### config.mk
export PLATFORM = sky130hd
export DESIGN_NAME = swap_skid_stage
export DESIGN_NICKNAME = d
export VERILOG_FILES = /design/src/rtl/swap_pkg.sv /design/src/rtl/swap_skid_buf.sv /design/src/rtl/swap_skid_stage.sv
export SDC_FILE = /design/constraint.sdc
export NUM_CORES = 1
export LEC_CHECK = 0
export ABC_AREA = 0
export CAP_MARGIN = 20
export CELL_PAD_IN_SITES_DETAIL_PLACEMENT = 1
export CELL_PAD_IN_SITES_GLOBAL_PLACEMENT = 1
export CORE_ASPECT_RATIO = 0.8
export CORE_UTILIZATION = 39
export DETAILED_ROUTE_END_ITERATION = 12
export GPL_TIMING_DRIVEN = 0
export MAX_ROUTING_LAYER = met4
export PLACE_DENSITY_LB_ADDON = 0.15
export SKIP_LAST_GASP = 1
export SYNTH_ARGS = -nofsm -noshare
export SYNTH_HDL_FRONTEND = slang
export SYNTH_HIERARCHICAL = 1
export SYNTH_SLANG_ARGS = --single-unit
### constraint.sdc
create_clock -name clk -period 5.25 [get_ports clk]
set_clock_uncertainty 0.2 [all_clocks]
set_input_delay 0.7875 -clock clk [delete_from_list [all_inputs] [get_ports clk]]
set_output_delay 0.7875 -clock clk [all_outputs]
set_load 0.01 [all_outputs]
### src/rtl/swap_pkg.sv
// Shared types and default widths for the swap skid stage.
// Optional statistics counters are controlled by the SWAP_STATS_EN macro.
package swap_pkg;

   localparam int W_DEF  = 8;
   localparam int CW_DEF = 16;

   typedef enum logic [1:0] {
      EMPTY = 2'd0,
      ONE   = 2'd1,
      FULL  = 2'd2
   } skid_state_t;

   // Layout of one buffered entry at the default width; the buffer stores the same {a, b, swapped} packing.
   typedef struct packed {
      logic [W_DEF-1:0] a;
      logic [W_DEF-1:0] b;
      logic             swapped;
   } swap_pair_t;

endpackage

### src/rtl/swap_skid_buf.sv
// Two-entry skid buffer: head register drives the output, skid register catches
// the one pair accepted while the head is stalled. Handshake outputs decode from state only.
module swap_skid_buf
   import swap_pkg::*;
#(
   parameter int DW = 2*W_DEF+1
) (
   input  logic          clk,
   input  logic          rst_n,
   input  logic          in_valid,
   output logic          in_ready,
   input  logic [DW-1:0] in_data,
   output logic          out_valid,
   input  logic          out_ready,
   output logic [DW-1:0] out_data
);

   skid_state_t   state_q, state_d;
   logic [DW-1:0] head_q, skid_q;
   logic          push, pop;

   assign push = in_valid & in_ready;
   assign pop  = out_valid & out_ready;

   always_ff @(posedge clk or negedge rst_n) begin
      if (!rst_n) state_q <= EMPTY;
      else        state_q <= state_d;
   end

   always_comb begin
      state_d = state_q;
      unique case (state_q)
         EMPTY: if (push) state_d = ONE;
         ONE: begin
            if (push && !pop)      state_d = FULL;
            else if (pop && !push) state_d = EMPTY;
         end
         FULL:  if (pop) state_d = ONE;
         default: state_d = EMPTY;
      endcase
   end

   always_comb begin
      in_ready  = 1'b0;
      out_valid = 1'b0;
      unique case (state_q)
         EMPTY: in_ready = 1'b1;
         ONE: begin
            in_ready  = 1'b1;
            out_valid = 1'b1;
         end
         FULL:  out_valid = 1'b1;
         default: ;
      endcase
   end

   // Storage: new pairs go to head unless the head is held, in which case they land in skid.
   always_ff @(posedge clk or negedge rst_n) begin
      if (!rst_n) begin
         head_q <= '0;
         skid_q <= '0;
      end else begin
         unique case (state_q)
            EMPTY: if (push) head_q <= in_data;
            ONE: begin
               if (push && pop) head_q <= in_data;
               else if (push)   skid_q <= in_data;
            end
            FULL:  if (pop) head_q <= skid_q;
            default: ;
         endcase
      end
   end

   assign out_data = head_q;

endmodule

### src/rtl/swap_skid_stage.sv
// Pair-exchange stage: swaps (a,b) on request and queues the result in a 2-entry skid buffer.
// Define SWAP_STATS_EN to add saturating swap/transfer counters.
module swap_skid_stage
   import swap_pkg::*;
#(
   parameter int W  = W_DEF,
   parameter int CW = CW_DEF
) (
   input  logic          clk,
   input  logic          rst_n,
   input  logic          in_valid,
   output logic          in_ready,
   input  logic [W-1:0]  in_a,
   input  logic [W-1:0]  in_b,
   input  logic          in_swap,
   output logic          out_valid,
   input  logic          out_ready,
   output logic [W-1:0]  out_a,
   output logic [W-1:0]  out_b,
   output logic          out_swapped
`ifdef SWAP_STATS_EN
   ,
   output logic [CW-1:0] swap_cnt,
   output logic [CW-1:0] xfer_cnt
`endif
);

   localparam int EW = 2*W+1;

   logic [EW-1:0] in_ent, out_ent;

   assign in_ent = in_swap ? {in_b, in_a, 1'b1} : {in_a, in_b, 1'b0};

   swap_skid_buf #(.DW(EW)) u_buf (
      .clk       (clk),
      .rst_n     (rst_n),
      .in_valid  (in_valid),
      .in_ready  (in_ready),
      .in_data   (in_ent),
      .out_valid (out_valid),
      .out_ready (out_ready),
      .out_data  (out_ent)
   );

   assign {out_a, out_b, out_swapped} = out_ent;

`ifdef SWAP_STATS_EN
   function automatic logic [CW-1:0] sat_inc(input logic [CW-1:0] v);
      return (&v) ? v : v + {{(CW-1){1'b0}}, 1'b1};
   endfunction

   logic push, pop;

   assign push = in_valid & in_ready;
   assign pop  = out_valid & out_ready;

   // Statistics stage: both counters may step in the same cycle.
   always_ff @(posedge clk or negedge rst_n) begin
      if (!rst_n) begin
         swap_cnt <= '0;
         xfer_cnt <= '0;
      end else begin
         if (push && in_swap) swap_cnt <= sat_inc(swap_cnt);
         if (pop)             xfer_cnt <= sat_inc(xfer_cnt);
      end
   end
`endif

endmodule

# ---- Yosys cells after proc, flatten, opt, wreduce, memory -nomap -nowiden
# Index checks and enable logic that the tools add are counted.
dict set report totals {
  reg_bits 36
  latchBits 0
  ramBits 0
  romBits 0
  input_bits 21
  output_inout_bits 19
  word_cells 36
  mem_count 0
}
dict set report classes {
  add_sub_neg 0
  mul 0
  div_mod_pow 0
  order_cmp 0
  n_eq_ne 6
  shift 0
  n_mux 12
  bitwise_logic 3
  reduce_logical 12
}
# operator n
set ops {}
lappend ops {{$mux W17} 4}
lappend ops {{$pmux W17 S3} 1}
lappend ops {{$mux W2} 4}
lappend ops {{$ne A2 B1 Y1 const B} 3}
lappend ops {{$pmux W2 S3} 1}
lappend ops {{$reduce_and A3 Y1} 2}
lappend ops {{$reduce_and A4 Y1} 1}
lappend ops {{$reduce_or A2 Y1} 2}
lappend ops {{$logic_and A1 B1 Y1} 3}
lappend ops {{$ne A3 B1 Y1 const B} 1}
lappend ops {{$reduce_bool A3 Y1} 1}
lappend ops {{$and A1 B1 Y1} 2}
lappend ops {{$eq A2 B1 Y1 const B} 1}
lappend ops {{$eq A2 B2 Y1 const B} 1}
lappend ops {{$logic_not A1 Y1} 2}
lappend ops {{$logic_not A2 Y1} 1}
lappend ops {{$mux W1} 2}
lappend ops {{$not A1 Y1} 1}

# ---- Longest topological paths before layout
# Gate-level depths: netlist of the first run.
dict set report logic_depth {
  depth_word 9
  depth_mapped 9
  ltp_nobuf 8
}

# ---- Hierarchy
# The synthesis of the first run kept the hierarchy.
# mod n_inst cells_each area_per_inst_um2
set by_module_without_submodules {}
lappend by_module_without_submodules {swap_skid_buf 1 116 1722.9}
lappend by_module_without_submodules {swap_skid_stage 1 18 249.0}

# ---- Least setup slack after synthesis of the first run
# OpenSTA, ideal clock, no wires.
dict set report synth_path {
  path_kind {reg-to-reg}
  start {register u_buf.state_q[1]}
  end {register u_buf.skid_q[0]}
  setup_ps 125
  t_arrival_ps 2330
  t_required_ps 4925
  setup_slack_ps 2595
  stages_incl_launch_ff 9
  path_buffers 1
  period_less_slack_ps 2655
  cell_sequence {dfrtp_1 inv_1 ha_1 or2_2 and2_1 ha_1 nand2_1 clkbuf_1 mux2_2}
}
dict set report synth_between {
  elab_chain_cells 7
}
# item line
set synth_lines {}
lappend synth_lines {{from (decl)} swap_skid_buf.sv:18} ;# skid_state_t state_q, state_d;
lappend synth_lines {{from (signal assigned)} swap_skid_buf.sv:27} ;# else state_q <= state_d;
lappend synth_lines {{$eq A2 B1 Y1 or $logic_not A2 Y1 (tied branches)} swap_skid_buf.sv:46} ;# unique case (state_q)
lappend synth_lines {{$reduce_or A2 Y1 (no source line) (*)} -}
lappend synth_lines {{$mux W1 (*)} swap_skid_buf.sv:46}
lappend synth_lines {{named net in_ready} swap_skid_stage.sv:12} ;# output logic in_ready,
lappend synth_lines {{$and A1 B1 Y1 (*)} swap_skid_buf.sv:22} ;# assign push = in_valid & in_ready;
lappend synth_lines {{$logic_and A1 B1 Y1} swap_skid_buf.sv:66} ;# if (push && pop) head_q <= in_data;
lappend synth_lines {{$not A1 Y1 (no source line)} -}
lappend synth_lines {{$reduce_and A3 Y1 (no source line) (*)} -}
lappend synth_lines {{to (signal assigned)} swap_skid_buf.sv:67} ;# else if (push) skid_q <= in_data;
lappend synth_lines {{to (decl)} swap_skid_buf.sv:19} ;# logic [DW-1:0] head_q, skid_q;
# Mark *: on every way through the listed nets, which the timed path passes. The rest lies on a longest branch.
# A chain may end at the register's enable or synchronous reset.

# ---- Final worst setup path of the first run
dict set report layout_path {
  start {register u_buf.state_q[1]}
  end {register u_buf.skid_q[4]}
}
dict set report layout_between {
  elab_chain_cells 7
}
# item line
set layout_lines {}
lappend layout_lines {{$eq A2 B1 Y1 (tied with other cells)} {swap_skid_buf.sv:46, swap_skid_buf.sv:63}}
lappend layout_lines {{$reduce_or A2 Y1 (no source line)} -}
lappend layout_lines {{$mux W1} swap_skid_buf.sv:46}
lappend layout_lines {{$and A1 B1 Y1, on equally long branches} {swap_skid_buf.sv:22, swap_skid_buf.sv:23}}
lappend layout_lines {{$logic_and A1 B1 Y1} swap_skid_buf.sv:66}
lappend layout_lines {{$not A1 Y1 (no source line)} -}
lappend layout_lines {{$reduce_and A3 Y1 (no source line) (*)} -}
# Mark *: on every way between the ends. The rest lies on a longest branch, timed or not.

==> results.sh, run 1 <==
export IMPL_status="complete, no violations"
export IMPL_preCtsSetupSlack_ns=1.916
export IMPL_cts_resized=0
export IMPL_regArea_um2=900.9
export IMPL_min_from="u_buf/skid_q[9]"
export IMPL_synth_compound_area_frac=0.02411
export IMPL_die_h_um=65.60
export IMPL_post_cts_buffers=0
export IMPL_die_area_um2=5346
export IMPL_p_switching_mw=0.4036
export IMPL_path_max_fanout=10
export IMPL_final_nets=208
export IMPL_clkPwrFrac=0.151
export IMPL_rows=22
export IMPL_power_mw=1.315
export IMPL_grtUsageTotal=0.1768
export IMPL_dr_pass1_iters=2
export IMPL_path_clk_slew_ns=0.07
export IMPL_io_pins=40
export IMPL_rsz0062_at_grt="false"
export IMPL_htreeDepth=2
export IMPL_antenna_cells=0
export IMPL_min_path_type="flop to flop"
export IMPL_setup_viol=0
export IMPL_first_global_vias=1421
export IMPL_detailed_place_hpwl_mm=3.026
export IMPL_cp_arrival_ns=3.00
export IMPL_first_iter_violations=18
export IMPL_postLayoutCoreUtil=0.5328
export IMPL_ir_drop_v=0.0002162
export IMPL_synth_distinct_cells=20
export IMPL_hold_depth=1
export IMPL_synthXorXnorAreaFrac=0
export IMPL_die_w_um=81.50
export IMPL_holdWs_ns=0.3042
export IMPL_rrSetupSlack_ns=2.21
export IMPL_synthMuxAreaShare=0.4067
export IMPL_vias=1215
export IMPL_leakage_nw=1.067
export IMPL_synthSimpleGateAreaFrac=0.02919
export IMPL_syn_avg_cell_area_um2=14.72
export IMPL_cts_max_path_buffers=2
export IMPL_mostFrequentLayoutCell="mux2_2"
export IMPL_synth_area_um2=1972
export IMPL_maxCapViolCount=0
export IMPL_synth_adder_area_share=0.04442
export IMPL_yosysSeqAreaShare=0.4569
export IMPL_wl_per_cell_um=16.51
export IMPL_power_density_nw_per_um2=521.4
export IMPL_worstSetupPathType="flop to flop"
export IMPL_coreArea_um2=4735
export IMPL_whs_endpoint="u_buf/skid_q[9]"
export IMPL_synth_top_family_by_area="multiplexers"
export IMPL_antenna_found_initial=0
export IMPL_drive_gt1_frac=0.4475
export IMPL_ys_warn_count=6
export IMPL_crit_path_end_kind="flop"
export IMPL_fin_crit_sh=0.5794
export IMPL_cts_tree="done"
export IMPL_multi_input_area_um2=994.7
export IMPL_fmax_ghz=0.3288
export IMPL_gp_congestion=0.7444
export IMPL_max_slew_margin_rel=0.4601
export IMPL_switching_share=0.3069
export IMPL_tightest_slew_ns=0.8099
export IMPL_r2r_start="u_buf/state_q[1]"
export IMPL_vias_per_cell=5.041
export IMPL_numClockSinks=36
export IMPL_finalCriticalPeriod_ns=3.042
export IMPL_drc=0
export IMPL_worstSkewPairLatency_ns=0.27
export IMPL_fillerInstances=486
export IMPL_syn_nets=162
export IMPL_drtAntennaViolNets=0
export IMPL_ys_ff_latch=36
export IMPL_p_int_mw=0.9115
export IMPL_port_buffers=39
export IMPL_startpoint_type="flop"
export IMPL_start_util=0.4165
export IMPL_comb_power_share=0.475
export IMPL_hold_buffers=0
export IMPL_critPathRequiredTime_ns=5.21
export IMPL_setup_tns_ns=0
export IMPL_pwr_share_seq=0.374
export IMPL_synth_cells=134
export IMPL_finalHoldViolCount=0
export IMPL_final_cell_mix="57 x mux2_2, 38 x clkdlybuf4s50_1, 36 x dfrtp_1, 10 x mux2_4, 7 x ha_1"
export IMPL_grt_start_max_net_pins=37
export IMPL_numCtsBuffers=5
export IMPL_grt_pass1_wl_mm=6.713
export IMPL_routed_wl_mm=3.979
export IMPL_gr_total_overflow=0
export IMPL_r2r_end="u_buf/skid_q[4]"
export IMPL_reg2reg_depth=8
export IMPL_slew_viol_final=0
export IMPL_syn2layout_area_growth_pct=27.92
export IMPL_cts_root_buf="clkbuf_8"
export IMPL_finalWorstSetupSlack_ns=2.208
[power by group through the flow]
stage / registers (mW) / logic, mW / clock network, mW
5_1_grt: 0.512 / 0.678 / 0.223
6_report: 0.492 / 0.625 / 0.199
3_5_place_dp: 0.499 / 0.633 / 0
2_1_floorplan: 0.513 / 0.354 / 0
4_1_cts: 0.494 / 0.636 / 0.205
3_3_place_gp: 0.486 / 0.612 / 0
[worst max-delay path, cell delays in order, from the launching register on]
cell      delay [ns]
dfrtp_1         0.46
inv_1           0.09
ha_1            0.28
or2_2           0.31
and2_1          0.19
ha_1            0.20
nand2_1         0.30
clkbuf_1        0.50
mux2_2          0.40
[state kept, by name (all words and copies together) (netlist names)]
| signal | flops |
|---|---|
| u_buf/state_q | 2 |
| u_buf/out_data | 17 |
| u_buf/skid_q | 17 |
[through the flow]
step	cell area (um^2)	std cells
after detailed placement	2432	233
after CTS	2522	241
after global routing	2522	241
after floorplan	1972	134
final	2522	241
after global placement	2437	233
[Yosys cell counts (all sizes together)]
cell	n	share of area
nand3	2	0.0051
o21ai	1	0.0025
a2111oi	1	0.014
nor2b	2	0.010
or4	1	0.0038
buf	4	0.027
nand2	2	0.0038
mux2i	1	0.0051
or2	1	0.0032
o21bai	1	0.0038
mux2	67	0.40
and2	1	0.0032
ha	7	0.044
clkbuf	2	0.0038
a211oi	1	0.0038
dfrtp	36	0.46
inv	4	0.0076
[final cells by class]
| cell class | instances | share of cell area |
|---|---|---|
| inverter | 4 | 0.005952 |
| multi-input combinational | 88 | 0.3943 |
| buffer | 6 | 0.02431 |
| clock buffer | 8 | 0.03571 |
| timing repair buffer | 39 | 0.1528 |
| tap | 60 | 0.02976 |
| sequential | 36 | 0.3571 |
[routing by layer]
metal,part of all wire,up-vias,global-route usage
met3,0.033,2,0.03750
met1,0.47,612,0.2159
met5,0,-,-
met2,0.49,26,0.2906
met4,0.0053,0,0.05804
li1,-,575,-
[worst max path at each step]
stage | start | slack (ns) | end | cells past startpoint
after floorplan | u_buf/state_q[1] | 2.60 | u_buf/skid_q[0] | 8
after global placement | out_ready | 1.97 | u_buf/out_data[3] | 8
after global routing | u_buf/state_q[1] | 2.03 | u_buf/skid_q[2] | 8
after detailed placement | out_ready | 1.92 | u_buf/out_data[6] | 8
after CTS | u_buf/state_q[1] | 2.17 | u_buf/skid_q[1] | 8
final | u_buf/state_q[1] | 2.21 | u_buf/skid_q[4] | 8
[logic make-up after synthesis]
family                     count (synthesis)
DFF                                       36
buffers and inverters                     10
and+or+nand+nor                            9
muxes                                     68
adders and majority gates                  7
AOI/OAI and AO/OA                          4
No activity file was read; power rests on OpenSTA's default activity.
==> run 2, diff against run 1 <==
==> constraint.sdc (replaced) <==
create_clock -name clk -period 2.8 [get_ports clk]
set_clock_uncertainty 0.2 [all_clocks]
set_input_delay 0.42 -clock clk [delete_from_list [all_inputs] [get_ports clk]]
set_output_delay 0.42 -clock clk [all_outputs]
set_load 0.01 [all_outputs]
==> run 2 against run 1 <==
  * Register-to-register slack worse by 2.0 ns
  * Maximum frequency rose by 15%
  * Global-route usage up 0.28 points
  * Largest cell class unchanged
  * Largest power group unchanged
  * Highest routed layer unchanged
==> results.sh, run 2 (synthesis gave the netlist of run 1 again) <==
export IMPL_max_slew_margin_rel=0.4600
export IMPL_min_path_type="primary input to asynchronous set/reset pin"
export IMPL_finalWorstSetupSlack_ns=0.1650
export IMPL_postLayoutCoreUtil=0.5378
export IMPL_gr_total_overflow=0
export IMPL_startpoint_type="flop"
export IMPL_rsz0062_at_grt="false"
export IMPL_setup_worst_path_start="u_buf/state_q[1]"
export IMPL_r2r_start="u_buf/state_q[1]"
export IMPL_r2r_end="u_buf/skid_q[1]"
export IMPL_cts_root_buf="clkbuf_8"
export IMPL_worstSkewPairLatency_ns=0.27
export IMPL_antenna_found_initial=0
export IMPL_power_mw=2.507
export IMPL_rows=22
export IMPL_drtAntennaViolNets=0
export IMPL_ir_drop_v=0.0004155
export IMPL_cpMaxStageDelayCell="dfrtp_1"
export IMPL_cpPeakStageDelay_ns=0.45
export IMPL_detailed_place_hpwl_mm=3.026
export IMPL_rrSetupSlack_ns=0.17
export IMPL_worstSetupPathType="flop to flop"
export IMPL_drive_gt1_frac=0.4699
export IMPL_vias_per_cell=5.008
export IMPL_htreeDepth=2
export IMPL_path_clk_slew_ns=0.07
export IMPL_antenna_cells=0
export IMPL_reg2reg_depth=8
export IMPL_first_iter_violations=21
export IMPL_dp_cells=233
export IMPL_cp_common_cell="ha_1"
export IMPL_path_max_fanout=10
export IMPL_fin_crit_sh=0.9411
export IMPL_cp_arrival_ns=2.60
export IMPL_grtUsageTotal=0.1796
export IMPL_mostFrequentLayoutCell="mux2_2"
export IMPL_grt_start_max_net_pins=37
export IMPL_numClockSinks=36
export IMPL_port_buffers=39
export IMPL_critPathRequiredTime_ns=2.76
export IMPL_start_util=0.4165
export IMPL_wl_per_cell_um=16.52
export IMPL_final_cell_mix="57 x mux2_2, 38 x clkdlybuf4s50_1, 36 x dfrtp_1, 10 x mux2_4"
export IMPL_final_cells=243
export IMPL_routed_wl_mm=4.015
export IMPL_cts_tree="done"
export IMPL_tightest_slew_ns=0.8100
export IMPL_die_w_um=81.50
export IMPL_crit_path_end_kind="flop"
export IMPL_grt_pass1_wl_mm=6.817
export IMPL_leakage_nw=1.079
export IMPL_gp_congestion=0.7444
export IMPL_worstPathCellList="inv_1 > ha_1 > or2_2 > and2_1 > ha_1 > nand2_2 > clkbuf_4 > mux2_2"
export IMPL_die_h_um=65.60
export IMPL_first_global_vias=1436
export IMPL_holdWs_ns=0.03604
export IMPL_io_pins=40
export IMPL_finalHoldViolCount=0
export IMPL_numCtsBuffers=5
export IMPL_status="complete, no violations"
export IMPL_slew_viol_final=0
export IMPL_power_density_nw_per_um2=984.7
export IMPL_fmax_ghz=0.3795
export IMPL_dr_pass1_iters=2
export IMPL_cts_max_path_buffers=2
export IMPL_setup_viol=0
export IMPL_drc=0
export IMPL_syn2layout_area_growth_pct=29.12
export IMPL_preCtsSetupSlack_ns=-0.2615
export IMPL_coreArea_um2=4735
export IMPL_maxCapViolCount=0
export IMPL_hold_buffers=0
export IMPL_die_area_um2=5346
export IMPL_final_nets=210
export IMPL_finalCriticalPeriod_ns=2.635
export IMPL_vias=1217
run 2: cell types whose count changed in the layout (fill, tap and decap cells not counted), sizes merged:
cell / before / now
buf: 5 / 7
run 2: repair_timing:
| item | CTS | global route |
|---|---|---|
| setup endpoints to repair | 27 | 25 |
| resized for setup | 3 | 1 |
| setup buffers | 2 | 0 |
| pin swaps | 1 | 0 |
| cloned | 0 | 0 |
run 2: cell type report:
class / instances / area, um^2
Inverter: 4 / 15.01
Sequential cell: 36 / 900.9
Tap cell: 60 / 75.07
Timing Repair Buffer: 41 / 400.4
Buffer: 6 / 65.06
Fill cell: 486 / 2188
Clock buffer: 8 / 90.09
Multi-Input combinational cell: 88 / 999.7
run 2: per-stage QoR:
step	TNS [ns]	cell area [um^2]
final	0	2546
after floorplan	0	1972
after detailed placement	-5.010	2432
after global placement	-3.464	2437
after CTS	0	2544
after global routing	0	2546
run 2: routing by layer:
metal  vias to the layer above  global-route usage  wire length (um)
li1                        581                   -                 -
met1                       608              0.2167              1859
met2                        26              0.2990              2000
met3                         2             0.03750               133
met4                         0             0.05804                21
met5                         -                   -                 0
run 2: worst max-delay path: cells and delay by family (launching register included):
kind,cells,cell delay (ns)
multiplexers,1,0.36
adder cells (fa/ha/maj),2,0.44
buffers and inverters,2,0.38
AND/OR/NAND/NOR,3,0.70
flip-flops,1,0.45
run 2: worst max-delay path by stage:
stage,endpoint,slack [ns],cells past startpoint
CTS,u_buf/out_data[6],0.1,9
global route,u_buf/out_data[0],0.02,9
floorplan,u_buf/skid_q[0],0.15,8
detailed placement,u_buf/skid_q[4],-0.26,8
finish,u_buf/skid_q[1],0.17,8
global placement,u_buf/skid_q[4],-0.21,8
run 2: where the power goes:
group	internal (mW)	switching [mW]
Clock	0.201	0.172
Sequential	0.788	0.133
Combinational	0.752	0.462
==> run 3, diff against run 2 <==
--- a/config.mk
+++ b/config.mk
@@ -9,8 +9,8 @@
 export CAP_MARGIN = 20
 export CELL_PAD_IN_SITES_DETAIL_PLACEMENT = 1
 export CELL_PAD_IN_SITES_GLOBAL_PLACEMENT = 1
-export CORE_ASPECT_RATIO = 0.8
-export CORE_UTILIZATION = 39
+export CORE_ASPECT_RATIO = 1.5
+export CORE_UTILIZATION = 37
 export DETAILED_ROUTE_END_ITERATION = 12
 export GPL_TIMING_DRIVEN = 0
 export MAX_ROUTING_LAYER = met4
@@ -18,5 +18,4 @@
 export SKIP_LAST_GASP = 1
 export SYNTH_ARGS = -nofsm -noshare
 export SYNTH_HDL_FRONTEND = slang
-export SYNTH_HIERARCHICAL = 1
 export SYNTH_SLANG_ARGS = --single-unit
==> run 3 against run 2 <==
  * The flow now finishes with violations (design-rule violations)
  * Via count rose by 23%
  * Total power up 6.0%
  * Sequential power is 1% higher
  * Synthesized cell count is 39% higher
==> results.sh, run 3 <==
export IMPL_critPathRequiredTime_ns=2.18
export IMPL_detailed_place_hpwl_mm=3.528
export IMPL_cts_max_path_buffers=2
export IMPL_worstPathCellList="inv_1 > ha_1 > or2_2 > clkdlybuf4s50_1"
export IMPL_setup_tns_ns=0
export IMPL_cts_tree="done"
export IMPL_syn_avg_cell_area_um2=9.337
export IMPL_start_util=0.3856
export IMPL_synth_cells=186
export IMPL_post_cts_buffers=0
export IMPL_setup_viol=0
export IMPL_slew_viol_final=0
export IMPL_finalHoldViolCount=0
export IMPL_die_w_um=57.94
export IMPL_routed_wl_mm=4.669
export IMPL_ys_warn_count=0
export IMPL_switching_share=0.3964
export IMPL_ir_drop_v=0.0004077
export IMPL_power_density_nw_per_um2=1174
export IMPL_startpoint_type="flop"
export IMPL_synth_area_um2=1737
export IMPL_yosysSeqAreaShare=0.5187
export IMPL_cpLargestDelayFamily="buffers and inverters"
export IMPL_mostFrequentLayoutCell="clkdlybuf4s50_1"
export IMPL_wl_per_cell_um=16.68
export IMPL_cts_root_buf="clkbuf_8"
export IMPL_grt_start_max_net_pins=37
export IMPL_worstSkewPairLatency_ns=0.28
export IMPL_io_pins=40
export IMPL_finalCriticalPeriod_ns=2.422
export IMPL_syn2layout_area_growth_pct=30.26
export IMPL_drive_gt1_frac=0.06897
export IMPL_ys_ff_latch=36
export IMPL_cpPeakStageDelay_ns=0.48
export IMPL_dr_wl_met3_um=150
export IMPL_synth_top_area_frac=0.5187
export IMPL_rows=30
export IMPL_final_nets=257
export IMPL_status="finished with violations"
export IMPL_async_reset_ff_frac=1.000
export IMPL_die_area_um2=4977
export IMPL_drt_met1_wl_mm=1.900
export IMPL_top_layer="met4"
export IMPL_port_buffers=38
export IMPL_clkPwrFrac=0.141
export IMPL_gp_congestion=0.8083
export IMPL_maxCapViolCount=0
export IMPL_worstSetupPathType="flop to primary output"
export IMPL_drtAntennaViolNets=0
export IMPL_numClockSinks=36
export IMPL_fmax_ghz=0.4130
export IMPL_htreeDepth=2
export IMPL_drc=3
export IMPL_routed_wl_met2_mm=2.501
export IMPL_rsz0062_at_grt="false"
export IMPL_vias=1494
export IMPL_violations="design-rule violations"
export IMPL_path_buf_inv=2
export IMPL_cp_arrival_ns=1.80
export IMPL_syn_nets=212
export IMPL_pwr_share_seq=0.351
export IMPL_first_iter_violations=23
export IMPL_p_switching_mw=1.053
export IMPL_vias_per_cell=5.336
export IMPL_gr_total_overflow=0
export IMPL_grtUsageTotal=0.2133
export IMPL_crit_path_end_kind="primary output"
export IMPL_numCtsBuffers=5
export IMPL_yosysMostFrequentCell="dfrtp_1"
export IMPL_comb_power_share=0.508
export IMPL_antenna_cells=0
export IMPL_synthTopCellsByCount="36 x dfrtp_1, 33 x a21oi_1, 33 x nor2_1, 19 x mux2i_1, 18 x nand2_1"
export IMPL_hold_buffers=0
export IMPL_yosys_area_top_type="dfrtp_1"
export IMPL_path_max_fanout=5
export IMPL_synth_distinct_cells=21
export IMPL_min_path_type="primary input to asynchronous set/reset pin"
export IMPL_ys_flop_type="dfrtp_1"
export IMPL_leakage_nw=1.010
export IMPL_cts_resized=0
export IMPL_tightest_slew_ns=0.8129
export IMPL_synthTopCellsByArea="dfrtp_1 52%, mux2i_1 11%, a21oi_1 9.5%"
export IMPL_cpMaxStageDelayCell="clkdlybuf4s50_1"
export IMPL_p_int_mw=1.604
export IMPL_holdWs_ns=0.02710
export IMPL_grt_pass1_wl_mm=7.741
export IMPL_path_clk_slew_ns=0.07
export IMPL_antenna_found_initial=0
export IMPL_fin_crit_sh=0.8649
export IMPL_rrSetupSlack_ns=0.47
export IMPL_coreArea_um2=4504
export IMPL_dr_pass1_iters=8
export IMPL_final_cell_mix="37 x clkdlybuf4s50_1, 36 x dfrtp_1, 33 x nor2_1, 33 x a21oi_1, 19 x mux2i_1"
export IMPL_die_h_um=85.91
export IMPL_max_slew_margin_rel=0.4581
export IMPL_first_global_vias=1593
export IMPL_synth_enable_flop_cells=0
run 3: changes by cell type in the layout (fill, tap and decap cells not counted), sizes merged, moves of 2 or more:
cell    change
a21oi      +33
o21ai      +17
clkbuf      +3
ha          -2
inv         -2
nor2       +33
mux2i      +18
mux2       -66
nand2      +16
run 3: worst paths after layout:
| kind | start | to | depth (start not counted) |
|---|---|---|---|
| max in group asynchronous | rst_n | u_buf.out_data[12] | 1 |
| worst min-delay path | rst_n | u_buf.out_data[2] | 1 |
| worst max register to register | u_buf.state_q[0] | u_buf.skid_q[2] | 5 |
| worst min register to register | u_buf.out_data[15] | u_buf.out_data[15] | 2 |
| min in group clk | u_buf.out_data[15] | u_buf.out_data[15] | 2 |
| worst max-delay path | u_buf.state_q[1] | in_ready | 4 |
run 3: power groups by stage:
stage / sequential, mW / clock (mW) / combinational [mW]
after detailed placement: 0.943 / 0 / 1.36
after global routing: 0.965 / 0.403 / 1.50
after global placement: 0.924 / 0 / 1.30
after CTS: 0.934 / 0.388 / 1.37
after floorplan: 0.973 / 0 / 0.732
final: 0.933 / 0.374 / 1.35
run 3: worst reg2reg max path, cell delays in order (launching register included):
cell	delay [ns]
dfrtp_1	0.41
inv_1	0.10
ha_1	0.36
a21oi_1	0.47
clkbuf_1	0.49
a21oi_1	0.16
run 3: cell type report:
cell class / instances / area [um^2]
Inverter: 2 / 7.507
Timing Repair Buffer: 38 / 375.4
Multi-Input combinational cell: 136 / 772.0
Sequential cell: 36 / 900.9
Tap cell: 48 / 60.06
Clock buffer: 8 / 90.09
Fill cell: 548 / 2242
Buffer: 12 / 56.30
run 3: cells by family after synthesis:
kind of cell	after synthesis	synth area share
mux	20	0.1160
compound gates	53	0.1578
simple gates	58	0.1347
fa+ha+maj	5	0.03602
buf+inv	14	0.03675
flops	36	0.5187
run 3: metal layers:
metal  global-route usage  vias to the layer above
met5                    -                        -
met4              0.08874                        0
met3              0.02866                        8
met2               0.3699                       38
met1               0.2427                      731
li1                     -                      717
run 3: through the flow:
stage                     total power [mW]  instances  utilization  setup WS [ns]  cell area [um^2]
after detailed placement             2.307        272       0.4822         0.3255              2172
after global routing                 2.863        280       0.5022         0.2949              2262
after CTS                            2.691        280       0.5022         0.3664              2262
final                                2.657        280       0.5022         0.3784              2262
after global placement               2.227        272       0.4833         0.3325              2177
after floorplan                      1.705        186            -         0.7934              1737
